===== src/rtl/cell_drawer.sv =====
// Per-cell rasteriser: fetches one board cell's type and paints a filled
// WIDTH x WIDTH square into the VGA pixel port, one pixel per clock.
module cell_drawer #(
   parameter int                  WIDTH    = 20,
   parameter int                  SPACING  = 5,
   parameter int                  X_OFFSET = 0,
   parameter int                  Y_OFFSET = 0,
   parameter int                  COLOUR_W = 3,
   parameter logic [COLOUR_W-1:0] C_EMPTY  = 3'b000,
   parameter logic [COLOUR_W-1:0] C_WALL   = 3'b111,
   parameter logic [COLOUR_W-1:0] C_PLAYER = 3'b010,
   parameter logic [COLOUR_W-1:0] C_GOAL   = 3'b100
) (
   input  logic                clock,
   input  logic                reset,
   input  logic                start,
   input  logic [7:0]          address,
   output logic [7:0]          mem_address,
   input  logic [1:0]          mem_data,
   output logic [10:0]         x,
   output logic [10:0]         y,
   output logic [COLOUR_W-1:0] colour,
   output logic                plot,
   output logic                busy,
   output logic                done
);

   typedef enum logic [2:0] {
      S_IDLE = 3'd0,
      S_READ = 3'd1,
      S_WAIT = 3'd2,
      S_DRAW = 3'd3,
      S_DONE = 3'd4
   } state_t;

   localparam logic [10:0] PITCH = 11'(WIDTH + SPACING);
   localparam logic [10:0] X_OFF = 11'(X_OFFSET);
   localparam logic [10:0] Y_OFF = 11'(Y_OFFSET);
   localparam logic [4:0]  LAST  = 5'(WIDTH - 1);

   function automatic logic [COLOUR_W-1:0] palette(input logic [1:0] cell_type);
      logic [COLOUR_W-1:0] c;
      case (cell_type)
         2'd0:    c = C_EMPTY;
         2'd1:    c = C_WALL;
         2'd2:    c = C_PLAYER;
         2'd3:    c = C_GOAL;
         default: c = C_EMPTY;
      endcase
      return c;
   endfunction

   state_t              state_q, state_d;
   logic [7:0]          mem_address_q, mem_address_d;
   logic [COLOUR_W-1:0] colour_q, colour_d;
   logic [10:0]         ox_q, ox_d, oy_q, oy_d;
   logic [4:0]          cx_q, cx_d, cy_q, cy_d;
   logic [10:0]         x_q, x_d, y_q, y_d;
   logic                plot_q, plot_d;
   logic                busy_q, busy_d;
   logic                done_q, done_d;
   logic [10:0]         origin_x_s, origin_y_s;

   // The latched address doubles as the cell position for the origin.
   assign origin_x_s = X_OFF + {7'd0, mem_address_q[3:0]} * PITCH;
   assign origin_y_s = Y_OFF + {7'd0, mem_address_q[7:4]} * PITCH;

   // Next-state and next-output logic; pixel outputs are loaded one cycle
   // ahead so the registered x/y/colour/plot appear in the DRAW cycle itself.
   always_comb begin
      state_d       = state_q;
      mem_address_d = mem_address_q;
      colour_d      = colour_q;
      ox_d          = ox_q;
      oy_d          = oy_q;
      cx_d          = cx_q;
      cy_d          = cy_q;
      x_d           = x_q;
      y_d           = y_q;
      plot_d        = 1'b0;
      done_d        = 1'b0;

      case (state_q)
         S_IDLE: begin
            if (start) begin
               mem_address_d = address;
               state_d       = S_READ;
            end else begin
               state_d = S_IDLE;
            end
         end
         S_READ: begin
            state_d = S_WAIT;
         end
         S_WAIT: begin
            colour_d = palette(mem_data);
            ox_d     = origin_x_s;
            oy_d     = origin_y_s;
            cx_d     = 5'd0;
            cy_d     = 5'd0;
            x_d      = origin_x_s;
            y_d      = origin_y_s;
            plot_d   = 1'b1;
            state_d  = S_DRAW;
         end
         S_DRAW: begin
            if ((cx_q == LAST) && (cy_q == LAST)) begin
               done_d  = 1'b1;
               state_d = S_DONE;
            end else begin
               if (cx_q == LAST) begin
                  cx_d = 5'd0;
                  cy_d = cy_q + 5'd1;
               end else begin
                  cx_d = cx_q + 5'd1;
               end
               x_d    = ox_q + {6'd0, cx_d};
               y_d    = oy_q + {6'd0, cy_d};
               plot_d = 1'b1;
            end
         end
         S_DONE: begin
            state_d = S_IDLE;
         end
         default: begin
            state_d = S_IDLE;
         end
      endcase

      busy_d = (state_d != S_IDLE);
   end

   // State and output registers with synchronous reset.
   always_ff @(posedge clock) begin
      if (reset) begin
         state_q       <= S_IDLE;
         mem_address_q <= 8'd0;
         colour_q      <= '0;
         ox_q          <= 11'd0;
         oy_q          <= 11'd0;
         cx_q          <= 5'd0;
         cy_q          <= 5'd0;
         x_q           <= 11'd0;
         y_q           <= 11'd0;
         plot_q        <= 1'b0;
         busy_q        <= 1'b0;
         done_q        <= 1'b0;
      end else begin
         state_q       <= state_d;
         mem_address_q <= mem_address_d;
         colour_q      <= colour_d;
         ox_q          <= ox_d;
         oy_q          <= oy_d;
         cx_q          <= cx_d;
         cy_q          <= cy_d;
         x_q           <= x_d;
         y_q           <= y_d;
         plot_q        <= plot_d;
         busy_q        <= busy_d;
         done_q        <= done_d;
      end
   end

   assign mem_address = mem_address_q;
   assign colour      = colour_q;
   assign x           = x_q;
   assign y           = y_q;
   assign plot        = plot_q;
   assign busy        = busy_q;
   assign done        = done_q;

endmodule


===== config.mk =====
export PLATFORM = sky130hd
export DESIGN_NAME = cell_drawer
export DESIGN_NICKNAME = d
export VERILOG_FILES = /design/src/rtl/cell_drawer.sv
export SDC_FILE = /design/constraint.sdc
export NUM_CORES = 1
export LEC_CHECK = 0
export CORE_ASPECT_RATIO = 0.9
export CORE_MARGIN = 5
export CORE_UTILIZATION = 45
export CTS_CLUSTER_SIZE = 28
export DETAILED_ROUTE_END_ITERATION = 12
export PLACE_DENSITY = 0.67
export SLEW_MARGIN = 15
export SYNTH_ARGS = -nofsm -noshare
export SYNTH_HDL_FRONTEND = slang
export SYNTH_SLANG_ARGS = --single-unit

===== constraint.sdc =====
create_clock -name clock -period 5.6 [get_ports clock]
set_input_delay 0.84 -clock clock [delete_from_list [all_inputs] [get_ports clock]]
set_output_delay 0.84 -clock clock [all_outputs]
set_load 0.01 [all_outputs]

==> results.sh <==
export IMPL_cts_setup_buffers=0
export IMPL_grt_ovfl_total=0
export IMPL_cp_max_fo=11
export IMPL_holdPathEnd="oy_q[0]"
export IMPL_grt_max_degree=44
export IMPL_critPathArrivalTime_ns=3.27
export IMPL_cts_max_level=3
export IMPL_yosysTopAreaCellShare=0.3564
export IMPL_crit_path_start_kind="register"
export IMPL_finalSetupTns_ns=0
export IMPL_cts_tree="done"
export IMPL_start_util=0.4569
export IMPL_wl_per_cell_um=15.78
export IMPL_instances_no_fill=565
export IMPL_finalSetupViolations=0
export IMPL_post_place_ws_ns=2.592
export IMPL_max_cap_viol_count=0
export IMPL_post_cts_resized=0
export IMPL_relSlewSlack=0.3138
export IMPL_crit_type="reg -> reg"
export IMPL_nFillCells=745
export IMPL_critPathLaunch="cx_q[0]"
export IMPL_period_minus_slack_ns=3.000
export IMPL_grt_usage=0.1886
export IMPL_diodes=0
export IMPL_hold_start="oy_q[0]"
export IMPL_reg2reg_depth=10
export IMPL_cts_max_path_buffers=2
export IMPL_layout_cell_area_non_filler_um2=4279
export IMPL_dp_cells=549
export IMPL_via_per_inst=5.446
export IMPL_fp_row_count=31
export IMPL_vias=3077
export IMPL_die_x_um=104.9
export IMPL_crit_slowest_cell="or3b_2"
export IMPL_min_path_cells=2
export IMPL_worst_slew_pin_slew_ns=1.029
export IMPL_rsz0062_at_grt="false"
export IMPL_slowest_delay_ns=0.46
export IMPL_globalplace_congestion=0.8819
export IMPL_ys_seq_area_frac=0.3564
export IMPL_multi_input_area_um2=2131
export IMPL_dpl_hpwl_um=6438
export IMPL_clock_skew_final_ns=0.008294
export IMPL_drtIter0Drc=115
export IMPL_design_core_area_um2=7990
export IMPL_drive_above_1_share=0.07511
export IMPL_drt_first_pass_iters=4
export IMPL_numClockSinks=65
export IMPL_antenna_found_initial=0
export IMPL_regArea_um2=1301
export IMPL_end_kind="register"
export IMPL_synth_top_cell_by_area="dfxtp_1"
export IMPL_insertion_delay_ns=0.35
export IMPL_clk_pin_slew_ns=0.07
export IMPL_synth_top_flop_cell="dfxtp_1"
export IMPL_crit_chain="ha_1, and4bb_4, mux2i_1, inv_1, ha_1, a21oi_1, o21ai_1, or3b_2, a32o_1, a21oi_1"
export IMPL_io_pins=49
export IMPL_numCtsBuffers=9
export IMPL_grt_pass1_wl_um=14860
export IMPL_placed_cell_area_um2=4090
export IMPL_synth_cells=427
export IMPL_setup_slack_ns=2.600
export IMPL_p_per_area_nw_per_um2=251.2
export IMPL_r2r_setup_slack_ns=2.60
export IMPL_final_nets=510
export IMPL_grt_pass1_vias=3095
export IMPL_synth_warnings=0
export IMPL_dieHeight_um=95.45
export IMPL_r2r_end="y[7]"
export IMPL_hold_buffers=0
export IMPL_ant_nets=0
export IMPL_port_buffers=46
export IMPL_critPathRequiredTime_ns=5.87
export IMPL_design_die_area_um2=10020
export IMPL_hp_class="reg -> reg"
export IMPL_root_buffer="clkbuf_8"
export IMPL_avgSynthCellArea_um2=8.550
export IMPL_period_share=0.5357
export IMPL_hold_viol=0
export IMPL_syn_area_um2=3651
export IMPL_ys_seq_elements=65
export IMPL_peakVddDrop_mv=0.1155
export IMPL_finalMaxSlewViolations=0
export IMPL_outcome="complete, no violations"
export IMPL_drc=0
export IMPL_syn_to_final_growth_pct=17.20
export IMPL_synth_edff_count=0
export IMPL_synth_area_top_cells="dfxtp_1, ha_1, nand2_1, a21oi_1, xnor2_1"
export IMPL_wl_um=8914
export IMPL_synth_cell_type_count=55
export IMPL_fmax_ghz=0.3333
export IMPL_p_leak_nw=1.632
export IMPL_synth_async_reset_ratio=0
export IMPL_r2r_start="cx_q[0]"
[how the worst max path moves through the flow]
| stage | to | slack, ns | depth (start not counted) |
|---|---|---|---|
| global route | y[7] | 2.35 | 10 |
| global placement | y[7] | 2.75 | 10 |
| floorplan | y[7] | 2.86 | 11 |
| detailed placement | y[7] | 2.59 | 10 |
| finish | y[7] | 2.60 | 10 |
| CTS | y[7] | 2.58 | 10 |
[layout make-up]
cell class | instances | share of cell area
clock buffers | 13 | 0.03480
clock inverters | 3 | 0.009357
inverters | 17 | 0.01491
multi-input cells | 320 | 0.4980
flip-flops and latches | 65 | 0.3041
well taps | 99 | 0.02895
repair buffers | 48 | 0.1099
[registers in the layout, summed over array words and instances, names as in the netlist]
register and flops:
y 10, cy_q 5, state_q 3, colour 3, busy 1, mem_address 8, done 1, x 10
ox_q 9, cx_q 5, oy_q 9, plot 1
[placed cells by master (no fill, tap or decap), types with 5 or more instances in the layout]
| master | count |
|---|---|
| ha_1 | 32 |
| a22o_1 | 7 |
| nor3_1 | 8 |
| inv_1 | 17 |
| clkbuf_8 | 10 |
| a22oi_1 | 6 |
| o21ai_1 | 14 |
| dfxtp_1 | 65 |
| a21oi_1 | 42 |
| xor2_1 | 5 |
| clkdlybuf4s50_1 | 45 |
| xnor2_1 | 14 |
| o21ai_0 | 6 |
| nor2_1 | 23 |
| nand2_1 | 87 |
[cells by family (layout without fill, tap and decap cells)]
family	after synthesis	after routing	synth area share
compound gates	114	114	0.2108
mux	2	2	0.005483
other cells	1	2	0.001027
buf+inv	43	81	0.06100
fa+ha+maj	36	36	0.1316
flops	65	65	0.3564
xor+xnor	19	19	0.04558
simple gates	147	147	0.1881
[worst max-delay path: cells and delay by family (launching register included)]
| family | cells | cell delay [ns] |
|---|---|---|
| simple gates | 2 | 0.85 |
| compound gates | 4 | 0.73 |
| fa+ha+maj | 2 | 0.54 |
| flops | 1 | 0.39 |
| mux | 1 | 0.34 |
| buf+inv | 1 | 0.08 |
[metrics by stage]
stage               power, mW  hold slack (ns)    util
floorplan              0.6258           0.4406       -
global placement       0.6882           0.4519  0.5119
detailed placement     0.6923           0.4561  0.5119
CTS                     1.087           0.4658  0.5355
global route            1.134           0.4996  0.5355
finish                  1.075           0.4651  0.5355
[per-layer routing]
layer / global-route usage / share of wire / vias to the layer above
li1: - / - / 1553
met5: 0 / 0 / -
met4: 0.06816 / 0.019 / 0
met3: 0.05552 / 0.041 / 15
met1: 0.2166 / 0.44 / 1451
met2: 0.3349 / 0.50 / 58
[Yosys cell counts (2+ instances only)]
library cell	count
inv_1	17
nand3b_1	3
buf_2	6
a21boi_0	2
a211oi_1	4
a311oi_1	4
o211ai_2	2
or2_2	2
nor2_1	23
o2111ai_1	2
a32o_1	2
o41ai_2	2
o21ai_0	6
o311a_1	2
fa_1	4
o21ai_1	14
nor2b_1	2
and3b_1	3
a21oi_1	42
a31o_2	2
dfxtp_1	65
a22o_1	7
buf_4	8
xor2_1	5
xnor2_1	14
or3b_2	2
a31oi_1	4
mux2i_1	2
clkbuf_1	8
buf_6	3
a22oi_1	6
a21oi_2	2
nand2b_1	2
nor3_1	8
nand4_1	2
o21bai_1	2
o21a_1	2
nand2_1	87
ha_1	32
a21o_1	4
nor3b_1	4
[where the power goes]
| part | leakage (nW) | switching, mW | internal [mW] | total, mW |
|---|---|---|---|---|
| Clock | 0.0974 | 0.178 | 0.217 | 0.395 |
| Sequential | 0.528 | 0.0226 | 0.485 | 0.508 |
| Combinational | 1.01 | 0.0985 | 0.0741 | 0.173 |
No activity file was read; power rests on OpenSTA's default activity.
